<file path="src/rtl/uart_tx_ovs.sv">
// UART transmitter with per-bit Prescale timing on the oversampled receiver clock.
// Define UART_TX_OVS_TWO_STOP_EN to send two stop bits instead of one.
module uart_tx_ovs #(
    parameter int DATA_WIDTH = 8
) (
    input  logic                  CLK,
    input  logic                  RST,
    input  logic [DATA_WIDTH-1:0] P_DATA,
    input  logic                  DATA_VALID,
    input  logic                  PAR_EN,
    input  logic                  PAR_TYP,
    input  logic [5:0]            Prescale,
    output logic                  TX_OUT,
    output logic                  Busy
);

    localparam int BIT_W = (DATA_WIDTH > 1) ? $clog2(DATA_WIDTH) : 1;

    typedef enum logic [2:0] {
        IDLE   = 3'd0,
        START  = 3'd1,
        DATA   = 3'd2,
        PARITY = 3'd3,
        STOP   = 3'd4
    } state_t;

    state_t                r_state;
    state_t                w_stateNext;
    logic [5:0]            r_cycle;
    logic [5:0]            w_cycleNext;
    logic [BIT_W-1:0]      r_bit;
    logic [BIT_W-1:0]      w_bitNext;
    logic [DATA_WIDTH-1:0] r_data;
    logic                  r_parEn;
    logic                  r_parBit;
    logic [5:0]            r_prescale;
    logic                  r_txOut;
    logic                  r_busy;
    logic                  w_accept;
    logic                  w_lastCycle;
    logic                  w_txNext;
    logic                  w_busyNext;

    always_ff @(posedge CLK or posedge RST) begin
        if (RST) begin
            r_state <= IDLE;
            r_cycle <= '0;
            r_bit   <= '0;
        end else begin
            r_state <= w_stateNext;
            r_cycle <= w_cycleNext;
            r_bit   <= w_bitNext;
        end
    end

    assign w_lastCycle = (r_cycle == (r_prescale - 6'd1));

    always_comb begin
        w_stateNext = r_state;
        w_cycleNext = r_cycle;
        w_bitNext   = r_bit;
        w_accept    = 1'b0;
        case (r_state)
            IDLE: begin
                if (DATA_VALID) begin
                    w_stateNext = START;
                    w_cycleNext = '0;
                    w_bitNext   = '0;
                    w_accept    = 1'b1;
                end
            end
            START: begin
                if (w_lastCycle) begin
                    w_stateNext = DATA;
                    w_cycleNext = '0;
                    w_bitNext   = '0;
                end else begin
                    w_cycleNext = r_cycle + 6'd1;
                end
            end
            DATA: begin
                if (w_lastCycle) begin
                    w_cycleNext = '0;
                    if (r_bit == BIT_W'(DATA_WIDTH - 1)) begin
                        w_stateNext = r_parEn ? PARITY : STOP;
                        w_bitNext   = '0;
                    end else begin
                        w_bitNext = r_bit + 1'b1;
                    end
                end else begin
                    w_cycleNext = r_cycle + 6'd1;
                end
            end
            PARITY: begin
                if (w_lastCycle) begin
                    w_stateNext = STOP;
                    w_cycleNext = '0;
                    w_bitNext   = '0;
                end else begin
                    w_cycleNext = r_cycle + 6'd1;
                end
            end
            STOP: begin
                if (w_lastCycle) begin
                    w_cycleNext = '0;
`ifdef UART_TX_OVS_TWO_STOP_EN
                    // r_bit counts the stop bits here
                    if (r_bit == BIT_W'(1)) begin
                        w_stateNext = IDLE;
                        w_bitNext   = '0;
                    end else begin
                        w_bitNext = r_bit + 1'b1;
                    end
`else
                    w_stateNext = IDLE;
                    w_bitNext   = '0;
`endif
                end else begin
                    w_cycleNext = r_cycle + 6'd1;
                end
            end
            default: begin
                w_stateNext = IDLE;
                w_cycleNext = '0;
                w_bitNext   = '0;
            end
        endcase
    end

    // Line value is decided from the upcoming state so TX_OUT can be a plain register.
    always_comb begin
        w_txNext   = 1'b1;
        w_busyNext = (w_stateNext != IDLE);
        case (w_stateNext)
            START:   w_txNext = 1'b0;
            DATA:    w_txNext = r_data[w_bitNext];
            PARITY:  w_txNext = r_parBit;
            default: w_txNext = 1'b1;
        endcase
    end

    always_ff @(posedge CLK or posedge RST) begin
        if (RST) begin
            r_data     <= '0;
            r_parEn    <= 1'b0;
            r_parBit   <= 1'b0;
            r_prescale <= '0;
            r_txOut    <= 1'b1;
            r_busy     <= 1'b0;
        end else begin
            if (w_accept) begin
                r_data     <= P_DATA;
                r_parEn    <= PAR_EN;
                r_parBit   <= (^P_DATA) ^ PAR_TYP;
                r_prescale <= (Prescale == 6'd0) ? 6'd1 : Prescale;
            end
            r_txOut <= w_txNext;
            r_busy  <= w_busyNext;
        end
    end

    assign TX_OUT = r_txOut;
    assign Busy   = r_busy;

endmodule

</file>
<file path="config.mk">
export PLATFORM = sky130hd
export DESIGN_NAME = uart_tx_ovs
export DESIGN_NICKNAME = d
export VERILOG_FILES = /design/src/rtl/uart_tx_ovs.sv
export SDC_FILE = /design/constraint.sdc
export NUM_CORES = 1
export LEC_CHECK = 0
export ABC_AREA = 1
export CAP_MARGIN = 30
export CORE_MARGIN = 3
export CORE_UTILIZATION = 45
export CTS_BUF_LIST = sky130_fd_sc_hd__clkbuf_8
export CTS_CLUSTER_DIAMETER = 150
export DETAILED_ROUTE_END_ITERATION = 10
export MAX_ROUTING_LAYER = met4
export PLACE_DENSITY = 0.73
export SLEW_MARGIN = 25
export SYNTH_ARGS = -nofsm -noshare
export SYNTH_HDL_FRONTEND = slang
export SYNTH_SLANG_ARGS = --single-unit
</file>
<file path="constraint.sdc">
create_clock -name CLK -period 6 [get_ports CLK]
set_input_delay 1.8 -clock CLK [delete_from_list [all_inputs] [get_ports CLK]]
set_output_delay 1.8 -clock CLK [all_outputs]
set_load 0.02 [all_outputs]
</file>
==> reports/results.ini <==
[run_status]
status=complete, no violations

[global_route]
grt_max_degree=31
antenna_found_initial=0
grt_overflow=0
grt_pass1_vias=1421
track_usage=0.1557
grt_pass1_wl_um=5968

[final_layout]
multi_input_area_um2=882.1
n_fill_cell=331
num_antenna_cells=0
fin_util=0.5703
drive_above_1_share=0.09470
final_common_cell=nand2_1
layout_common_cells=nand2_1, inv_1, dfrtp_1
seq_area_um2=752.0
area_growth_pct=18.80
fin_nets=287

[detailed_routing]
wl_per_cell_um=10.79
routed_wl_um=3366
ant_nets=0
drt_pass1_iterations=4
remaining_drc_errors=0
drtIter0Drc=92
vias_per_cell=4.837
vias=1509

[pwr]
powerDensity_nw_per_um2=455.2
share_comb_of_total_power=0.509
seqPwrFrac=0.342
clockPowerShare=0.149
swShare=0.4509
p_switching_mw=0.4415
p_total_mw=0.9791
ir_worst_vdd_mv=0.1915
internal_power_mw=0.5377
leakage_nw=1.062

[setup_path]
path_cells=clkdlybuf4s50_1
required_ns=4.20
crit_type=reg2out
crit_buf_inv=1
crit_fanout=1
endpoint_kind=primary output
r2r_slack_ns=3.77
max_stage_delay_ns=0.59
crit_path_top_delay_cell=clkdlybuf4s50_1
cp-start-kind=register
crit_family=buffers and inverters
critPathArrivalTime_ns=1.38

[cts]
tritoncts=yes
cts.repair.resized=0
postCtsSetupBuffers=0
clkLatencyLatePin_ns=0.27
cts_max_level=2
cts.path.max_buffers=2
clkSinkCount=30
cts_buffers=5
root_buffer=clkbuf_8
clkTransAtPathRegs_ns=0.06
ctsHoldBuffers=0

[synth]
yosys.area_share.simple=0.2958
synth.avg_cell_area_um2=7.607
ys_ff_latch=30
synth_cells=238
yosys.cell_types.count=26
yosys-mux-area-fraction=0
synth_nets=261
synthXorXnorAreaFrac=0.06289
synth.yosys.warnings=0
syn-cell-area_um2=1810
synth_compound_area_frac=0.1009
synth-adder-area-share=0.02764
synth_top_family_by_area=simple AND/OR/NAND/NOR gates
ys_seq_area_frac=0.4153

[placed_design]
dp_hpwl_um=2652
place_ws_ns=2.656
gp_congestion=0.8774
numPortBuffers=20

[sta]
period_minus_slack_ns=3.183
slew_viol_final=0
setup_viol=0
clock_skew_ns=0.006796
finalWorstSetupSlack_ns=2.817
rsz0062_at_grt=false
hold_viol=0
holdWs_ns=0.5042
relSlewSlack=0.7499
tns_ns=0
timing.final.crit_share=0.5305
max_freq_ghz=0.3142
worst_pin_slew_ns=0.3738

[flow_run]
max_cap_viol_count=0

[die]
fp.coreArea_um2=3771
num_rows=22
die_area_um2=4821
start_util=0.4801
die_width_um=69.43
fp.dieH_um=69.43
num_io_pins=21

[hold_path]
min_path_type=reg2reg

==> path summary, 6_finish.rpt <==
path / start / endpoint / cells after the start
max reg2reg: r_prescale[0] / TX_OUT / 17
max: TX_OUT / TX_OUT / 1
max in group asynchronous: RST / TX_OUT / 3
min reg2reg: r_parBit / r_parBit / 2
min: r_parBit / r_parBit / 2
min in group asynchronous: RST / r_data[0] / 3
==> layer usage <==
layer	vias up	global-route usage	routed length [um]
li1	800	-	-
met1	671	0.2020	1695
met2	36	0.2383	1485
met3	2	0.03913	158
met4	0	0.05206	27
met5	-	-	0
==> logic make-up (layout without fill, tap and decap cells) <==
group           count (synthesis)  in the layout
flops                          30             30
simple gates                  114            114
fa+ha+maj                       4              4
xor+xnor                       13             13
compound gates                 30             30
buf+inv                        47             73
==> cell type report <==
cell class	count	share of cell area
Clock buffer	5	0.03200
Inverter	44	0.07679
Sequential cell	30	0.3496
Tap cell	48	0.02792
Clock inverter	2	0.003490
Multi-Input combinational cell	161	0.4101
Timing Repair Buffer	22	0.1001
==> through the flow <==
step                cell area, um^2  std cells
detailed placement             2074        305
finish                         2151        312
global placement               2074        305
floorplan                      1810        238
CTS                            2151        312
global route                   2151        312
==> power groups by stage <==
| stage | clock, mW | sequential (mW) | combinational (mW) |
|---|---|---|---|
| after floorplan | 0 | 0.336 | 0.382 |
| after detailed placement | 0 | 0.339 | 0.499 |
| after global placement | 0 | 0.339 | 0.490 |
| after CTS | 0.150 | 0.335 | 0.502 |
| after global routing | 0.158 | 0.345 | 0.574 |
| final | 0.146 | 0.335 | 0.498 |
==> state kept, by name, summed over array words and instances, names as in the netlist <==
signal      count
r_parEn         1
r_bit           3
Busy            1
r_parBit        1
r_prescale      6
TX_OUT          1
r_state         3
r_data          8
r_cycle         6
==> synthesized netlist by cell type (all sizes together) <==
master / count / share of area
nand2: 68 / 0.15
o21ai: 23 / 0.070
xor2: 6 / 0.029
dfstp: 1 / 0.015
nor3: 3 / 0.0083
inv: 44 / 0.091
nand3: 28 / 0.093
nor4: 1 / 0.0035
o211ai: 2 / 0.0083
ha: 4 / 0.028
dfrtp: 29 / 0.40
nor2: 13 / 0.040
xnor2: 7 / 0.034
clkbuf: 3 / 0.0062
a21oi: 4 / 0.011
a31oi: 1 / 0.012
and3: 1 / 0.0035
==> worst min-delay path, delay by kind of cell (launching register included) <==
kind / cells / cell delay [ns]
DFF: 1 / 0.35
AOI/OAI and AO/OA: 1 / 0.06
and+or+nand+nor: 1 / 0.05
(Power assumes the default switching activity.)
